File: config.mk
export PLATFORM = sky130hd
export DESIGN_NAME = player_damage_ctrl
export DESIGN_NICKNAME = d
export VERILOG_FILES = /design/src/rtl/player_damage_ctrl.sv
export SDC_FILE = /design/constraint.sdc
export NUM_CORES = 1
export LEC_CHECK = 0
export BUFFER_PORTS_ARGS = -buffer_cell sky130_fd_sc_hd__buf_2
export CAP_MARGIN = 20
export CORE_MARGIN = 2
export CORE_UTILIZATION = 55
export CTS_BUF_LIST = sky130_fd_sc_hd__clkbuf_8
export CTS_CLUSTER_DIAMETER = 50
export DETAILED_ROUTE_END_ITERATION = 6
export PLACE_DENSITY = 0.76
export SLEW_MARGIN = 40
export SYNTH_ARGS = -nofsm -noshare
export SYNTH_HDL_FRONTEND = slang
export SYNTH_SLANG_ARGS = --single-unit
File: constraint.sdc
create_clock -name clk -period 3.9 [get_ports clk]
set_input_delay 0.78 -clock clk [delete_from_list [all_inputs] [get_ports clk]]
set_output_delay 0.78 -clock clk [all_outputs]
set_load 0.02 [all_outputs]
File: src/rtl/player_damage_ctrl.sv
// player_damage_ctrl
// Turns the per-frame player/tree collision flag into game state. It
// decrements lives, opens a timed invulnerability window with a blinking
// sprite mask, and raises game-over when the last life is lost.
//
// Parameters:
//   START_LIVES   lives loaded on reset/restart (1..7)
//   INVULN_FRAMES frames of invulnerability after a non-fatal hit (>=1)
//   BLINK_FRAMES  frames per visibility toggle while invulnerable (>=1)
// Ports:
//   clk, reset     clock, synchronous active-high reset
//   startOfFrame   one-cycle pulse per video frame
//   hitPulse       collision level (first colliding pixel .. next frame)
//   restart        one-cycle new-game request
//   lives          remaining lives
//   invulnerable   hits currently ignored
//   playerVisible  sprite enable mask
//   damageStrobe   one-cycle pulse per accepted hit
//   gameOver       lives exhausted, held until restart/reset
module player_damage_ctrl #(
  parameter int START_LIVES   = 3,
  parameter int INVULN_FRAMES = 60,
  parameter int BLINK_FRAMES  = 4
) (
  input  logic       clk,
  input  logic       reset,
  input  logic       startOfFrame,
  input  logic       hitPulse,
  input  logic       restart,
  output logic [2:0] lives,
  output logic       invulnerable,
  output logic       playerVisible,
  output logic       damageStrobe,
  output logic       gameOver
);

  localparam int INV_W = $clog2(INVULN_FRAMES + 1);
  localparam int BLK_W = (BLINK_FRAMES > 1) ? $clog2(BLINK_FRAMES) : 1;

  localparam logic [INV_W-1:0] INV_LOAD   = INV_W'(INVULN_FRAMES);
  localparam logic [INV_W-1:0] INV_ONE    = INV_W'(1);
  localparam logic [BLK_W-1:0] BLK_LAST   = BLK_W'(BLINK_FRAMES - 1);
  localparam logic [BLK_W-1:0] BLK_ONE    = BLK_W'(1);
  localparam logic [2:0]       LIVES_INIT = 3'(START_LIVES);

  typedef enum logic [1:0] {ALIVE, INVULN, GAME_OVER} state_e;

  state_e           state_q, state_d;
  logic             hit_prev_q, hit_prev_d;
  logic [2:0]       lives_q, lives_d;
  logic [INV_W-1:0] inv_cnt_q, inv_cnt_d;
  logic [BLK_W-1:0] blink_cnt_q, blink_cnt_d;
  logic             vis_q, vis_d;
  logic             strobe_q, strobe_d;
  logic             invuln_q, invuln_d;
  logic             game_over_q, game_over_d;
  logic             hit_edge;

  // Only a rising edge of the level counts; a level left over from an
  // earlier edge (e.g. held across the end of invulnerability) is ignored.
  assign hit_edge = hitPulse & ~hit_prev_q;

  always_comb begin
    state_d     = state_q;
    lives_d     = lives_q;
    inv_cnt_d   = inv_cnt_q;
    blink_cnt_d = blink_cnt_q;
    vis_d       = vis_q;
    strobe_d    = 1'b0;
    hit_prev_d  = hitPulse;

    if (restart) begin
      // New game wins over any hit in the same cycle.
      state_d     = ALIVE;
      lives_d     = LIVES_INIT;
      inv_cnt_d   = '0;
      blink_cnt_d = '0;
      vis_d       = 1'b1;
    end else begin
      case (state_q)
        ALIVE: begin
          if (hit_edge) begin
            strobe_d = 1'b1;
            vis_d    = 1'b0;
            if (lives_q > 3'd1) begin
              lives_d     = lives_q - 3'd1;
              state_d     = INVULN;
              inv_cnt_d   = INV_LOAD;
              blink_cnt_d = '0;
            end else begin
              lives_d = 3'd0;
              state_d = GAME_OVER;
            end
          end
        end
        INVULN: begin
          if (startOfFrame) begin
            if (inv_cnt_q == INV_ONE) begin
              // Last frame of the window: back to normal, fully visible.
              state_d     = ALIVE;
              inv_cnt_d   = '0;
              blink_cnt_d = '0;
              vis_d       = 1'b1;
            end else begin
              inv_cnt_d = inv_cnt_q - INV_ONE;
              if (blink_cnt_q == BLK_LAST) begin
                blink_cnt_d = '0;
                vis_d       = ~vis_q;
              end else begin
                blink_cnt_d = blink_cnt_q + BLK_ONE;
              end
            end
          end
        end
        GAME_OVER: begin
          vis_d   = 1'b0;
          lives_d = 3'd0;
        end
        default: begin
          state_d = ALIVE;
        end
      endcase
    end

    invuln_d    = (state_d == INVULN);
    game_over_d = (state_d == GAME_OVER);
  end

  always_ff @(posedge clk) begin
    if (reset) begin
      state_q     <= ALIVE;
      hit_prev_q  <= 1'b0;
      lives_q     <= LIVES_INIT;
      inv_cnt_q   <= '0;
      blink_cnt_q <= '0;
      vis_q       <= 1'b1;
      strobe_q    <= 1'b0;
      invuln_q    <= 1'b0;
      game_over_q <= 1'b0;
    end else begin
      state_q     <= state_d;
      hit_prev_q  <= hit_prev_d;
      lives_q     <= lives_d;
      inv_cnt_q   <= inv_cnt_d;
      blink_cnt_q <= blink_cnt_d;
      vis_q       <= vis_d;
      strobe_q    <= strobe_d;
      invuln_q    <= invuln_d;
      game_over_q <= game_over_d;
    end
  end

  assign lives         = lives_q;
  assign invulnerable  = invuln_q;
  assign playerVisible = vis_q;
  assign damageStrobe  = strobe_q;
  assign gameOver      = game_over_q;

endmodule

==> results.md <==
- Outcome: finished clean
- Post-CTS Setup Inserts: 0
- Post-Syn Nets: 114
- Worst EP arrival: 2130 ps
- NetSw: 96.91 µW
- Hold Path Depth: 2
- CP peak stage delay: around 470 ps
- Final period utilization: 50.61%
- Per-cell routed wire length: around 14 µm
- Layout area overhead: 12.64%
- # rows: 14
- Cells after DPL: between 100 and 150
- Reg2Reg Launch Point: state_q[0]
- Seq/Total Area, Yosys: roughly two fifths
- Aggregate global routing overflow: 0
- Logic pwr share: a little under an eighth
- Port Buf Inserts: 11
- Final instance area: 0.001026 mm²
- Switching part of the total power: about a quarter
- Worst path cell trace: buf_2, or4b_4, a21o_4, and2_4, a2111oi_2
- Post-Route WL: 1.869 mm
- Max Slew Vio Count: 0
- Die area: ~0.0020 mm²
- Largest net degree at the start of global routing: 16
- Hold endpoint: blink_cnt_q[1]
- Clock Skew: 2.322 ps
- Commonest non-fill, non-tap cell in the layout: dfxtp_1
- Max stage delay cell, worst path: or4b_4
- Post-Syn Instances: 104
- TritonRoute pass-1 iters: 4
- Final min period: 1974 ps
- HP Start: blink_cnt_q[1]
- Count of state elements after synthesis: 18
- Starting Density: approximately 60%
- Worst Tran Pin Value: 504.4 ps
- TritonCTS Buffers: 3
- Diode count: 0
- Die W: between 40 and 50 µm
- Reg2reg path depth: 4
- Vias in the first global route: 702
- Slew margin rel.: 66.11%
- GR Util met1: 31.33%
- IO Pins: 12
- YS warnings: 0
- Via count: ~800
- # setup viols final: 0
- TNS Setup: 0 ps
- Commonest non-fill, non-tap cells in the layout: dfxtp_1 (18), nand2_1 (11), buf_2 (11)
- Gr busiest metal: met2
- Critical path class: in2reg
- Worst-Skew Late Latency: 250 ps
- Post-synthesis cell type count: 31
- DPL Wire Length: 1.305 mm
- Leakage power: 0.3962 nW
- Syn_area_per_cell: 8.758 µm²
- Clock tree sinks: 18
- Pint: 298.3 µW
- CTS tree: done
- First-pass GRT wire length: 3.243 mm
- WP data required: 4050 ps
- Post-DP Area: 970.9 µm²
- Clk slew on worst S/H paths: around 70 ps
- EDFF count, synth: 0
- Async SR Flop Fraction: 0%
- Drc violations: 0
- Pwr Density: 385.2 mW/mm²
- Nets@finish: around 130
- Core Footprint: 0.001524 mm²
- Max-cap violations: 0
- Antenna violations before repair: 0
- CP Max Fanout: 9
- Post-CTS sizing: 0
- Fmax: 506.7 MHz
- Overall Power: between 300 and 400 µW
- 1st-iter DRT viols: 20
- Hold Fails Final Rpt: 0
- RSZ-0062 raised after global routing: no
- Root Driver: clkbuf_8
- Final ANT Viol Nets: 0
- Share of cells above drive strength 1: 20.00%
- Via density: slightly above 6
- GRT Util Overall: 22.61%
- # hold bufs at CTS: 0
- Met3 Use GR: 7.200%
- Met2 Track Usage GR: between 30% and 40%
- Flop2flop setup slack: 2040 ps
- Leading register cell type out of synthesis: dfxtp_1
- Critical path launch point type: input pin
- Seq pwr share: 49.7%
- Die H: 44.70 µm
- H-tree lvl count: 1
- Clock Tree Buf Depth: 2
- Clock share of power: about two fifths
- Max VDD drop: 393.8 µV
- CP Capture Type: flip-flop
- FF-to-FF End: inv_cnt_q[2]
- Synth Cell Area: 910.9 µm²
- Placer congestion estimate: 0.7646
- Worst min path class: reg2reg
- Final Non-Filler Cells: 131
worst max-delay path, delay by kind of cell:
family | cells | cell delay [ps]
AO/OA/AOI/OAI | 2 | 580
buffers and inverters | 1 | 100
AND/OR/NAND/NOR | 2 | 660
cell type report:
class	count	area (µm²)
repair buffers	11	55.05
well taps	16	20.02
multi-input cells	74	505.5
fillers	130	498.0
flip-flops and latches	18	360.3
inverters	8	30.03
clock buffers	4	55.05
power groups by stage:
stage                     clock [mW]  sequential, mW  combinational (mW)
final                          0.153           0.196              0.0458
after global routing           0.158           0.198              0.0510
after CTS                      0.152           0.196              0.0458
after detailed placement           0           0.201              0.0456
after global placement             0           0.200              0.0439
after floorplan                    0           0.202              0.0317
how the worst max path moves through the flow:
stage	start	to	slack (ps)	depth (start not counted)
floorplan	hitPulse	inv_cnt_q[2]	1860	4
global placement	hitPulse	inv_cnt_q[2]	1710	5
detailed placement	hitPulse	inv_cnt_q[2]	1660	5
CTS	hitPulse	inv_cnt_q[2]	1920	5
global route	hitPulse	inv_cnt_q[2]	1850	5
finish	hitPulse	inv_cnt_q[2]	1930	5
registers in the layout (all words and copies together) (netlist names):
name,flops
blink_cnt_q,2
gameOver,1
playerVisible,1
damageStrobe,1
lives,3
invulnerable,1
inv_cnt_q,6
hit_prev_q,1
state_q,2
per-stage QoR:
stage / hold WS [ps] / utilization (%) / worst slack [ps]
finish: 483.4 / 67.32 / 1926
global route: 509.9 / 67.32 / 1852
CTS: 485.8 / 67.32 / 1916
detailed placement: 474.5 / 63.71 / 1660
global placement: 463.0 / 63.71 / 1707
floorplan: 447.2 / - / 1858
synth_stat cells, types with 2 or more instances:
cell type	count	area, µm²
nand4_1	2	12.51
a2111oi_2	2	30.03
a21oi_1	7	35.03
o21bai_1	2	15.01
nor2b_1	3	18.77
a211oi_1	3	22.52
dfxtp_1	18	360.4
o21ai_0	3	15.01
inv_1	8	30.03
nor4b_1	2	17.52
nand2_1	11	41.29
nand3_1	4	20.02
nor3_1	7	35.03
clkbuf_1	4	15.01
a221oi_1	3	26.28
nor2_1	6	22.52
ha_1	5	62.56
cells by family after synthesis:
group                    after synthesis  synth area share, %
adder cells (fa/ha/maj)                5                6.868
buffers and inverters                 12                4.945
flip-flops                            18                39.56
AO/OA/AOI/OAI                         25                21.29
multiplexers                           1                1.099
AND/OR/NAND/NOR                       43                26.24
metal layers:
metal / wire (µm) / share of wire, %
met1: 875 / 47
met2: 852 / 46
met3: 121 / 6.5
met4: 19 / 1.0
met5: 0 / 0
Note: power is estimated with default switching activity, not from simulation.
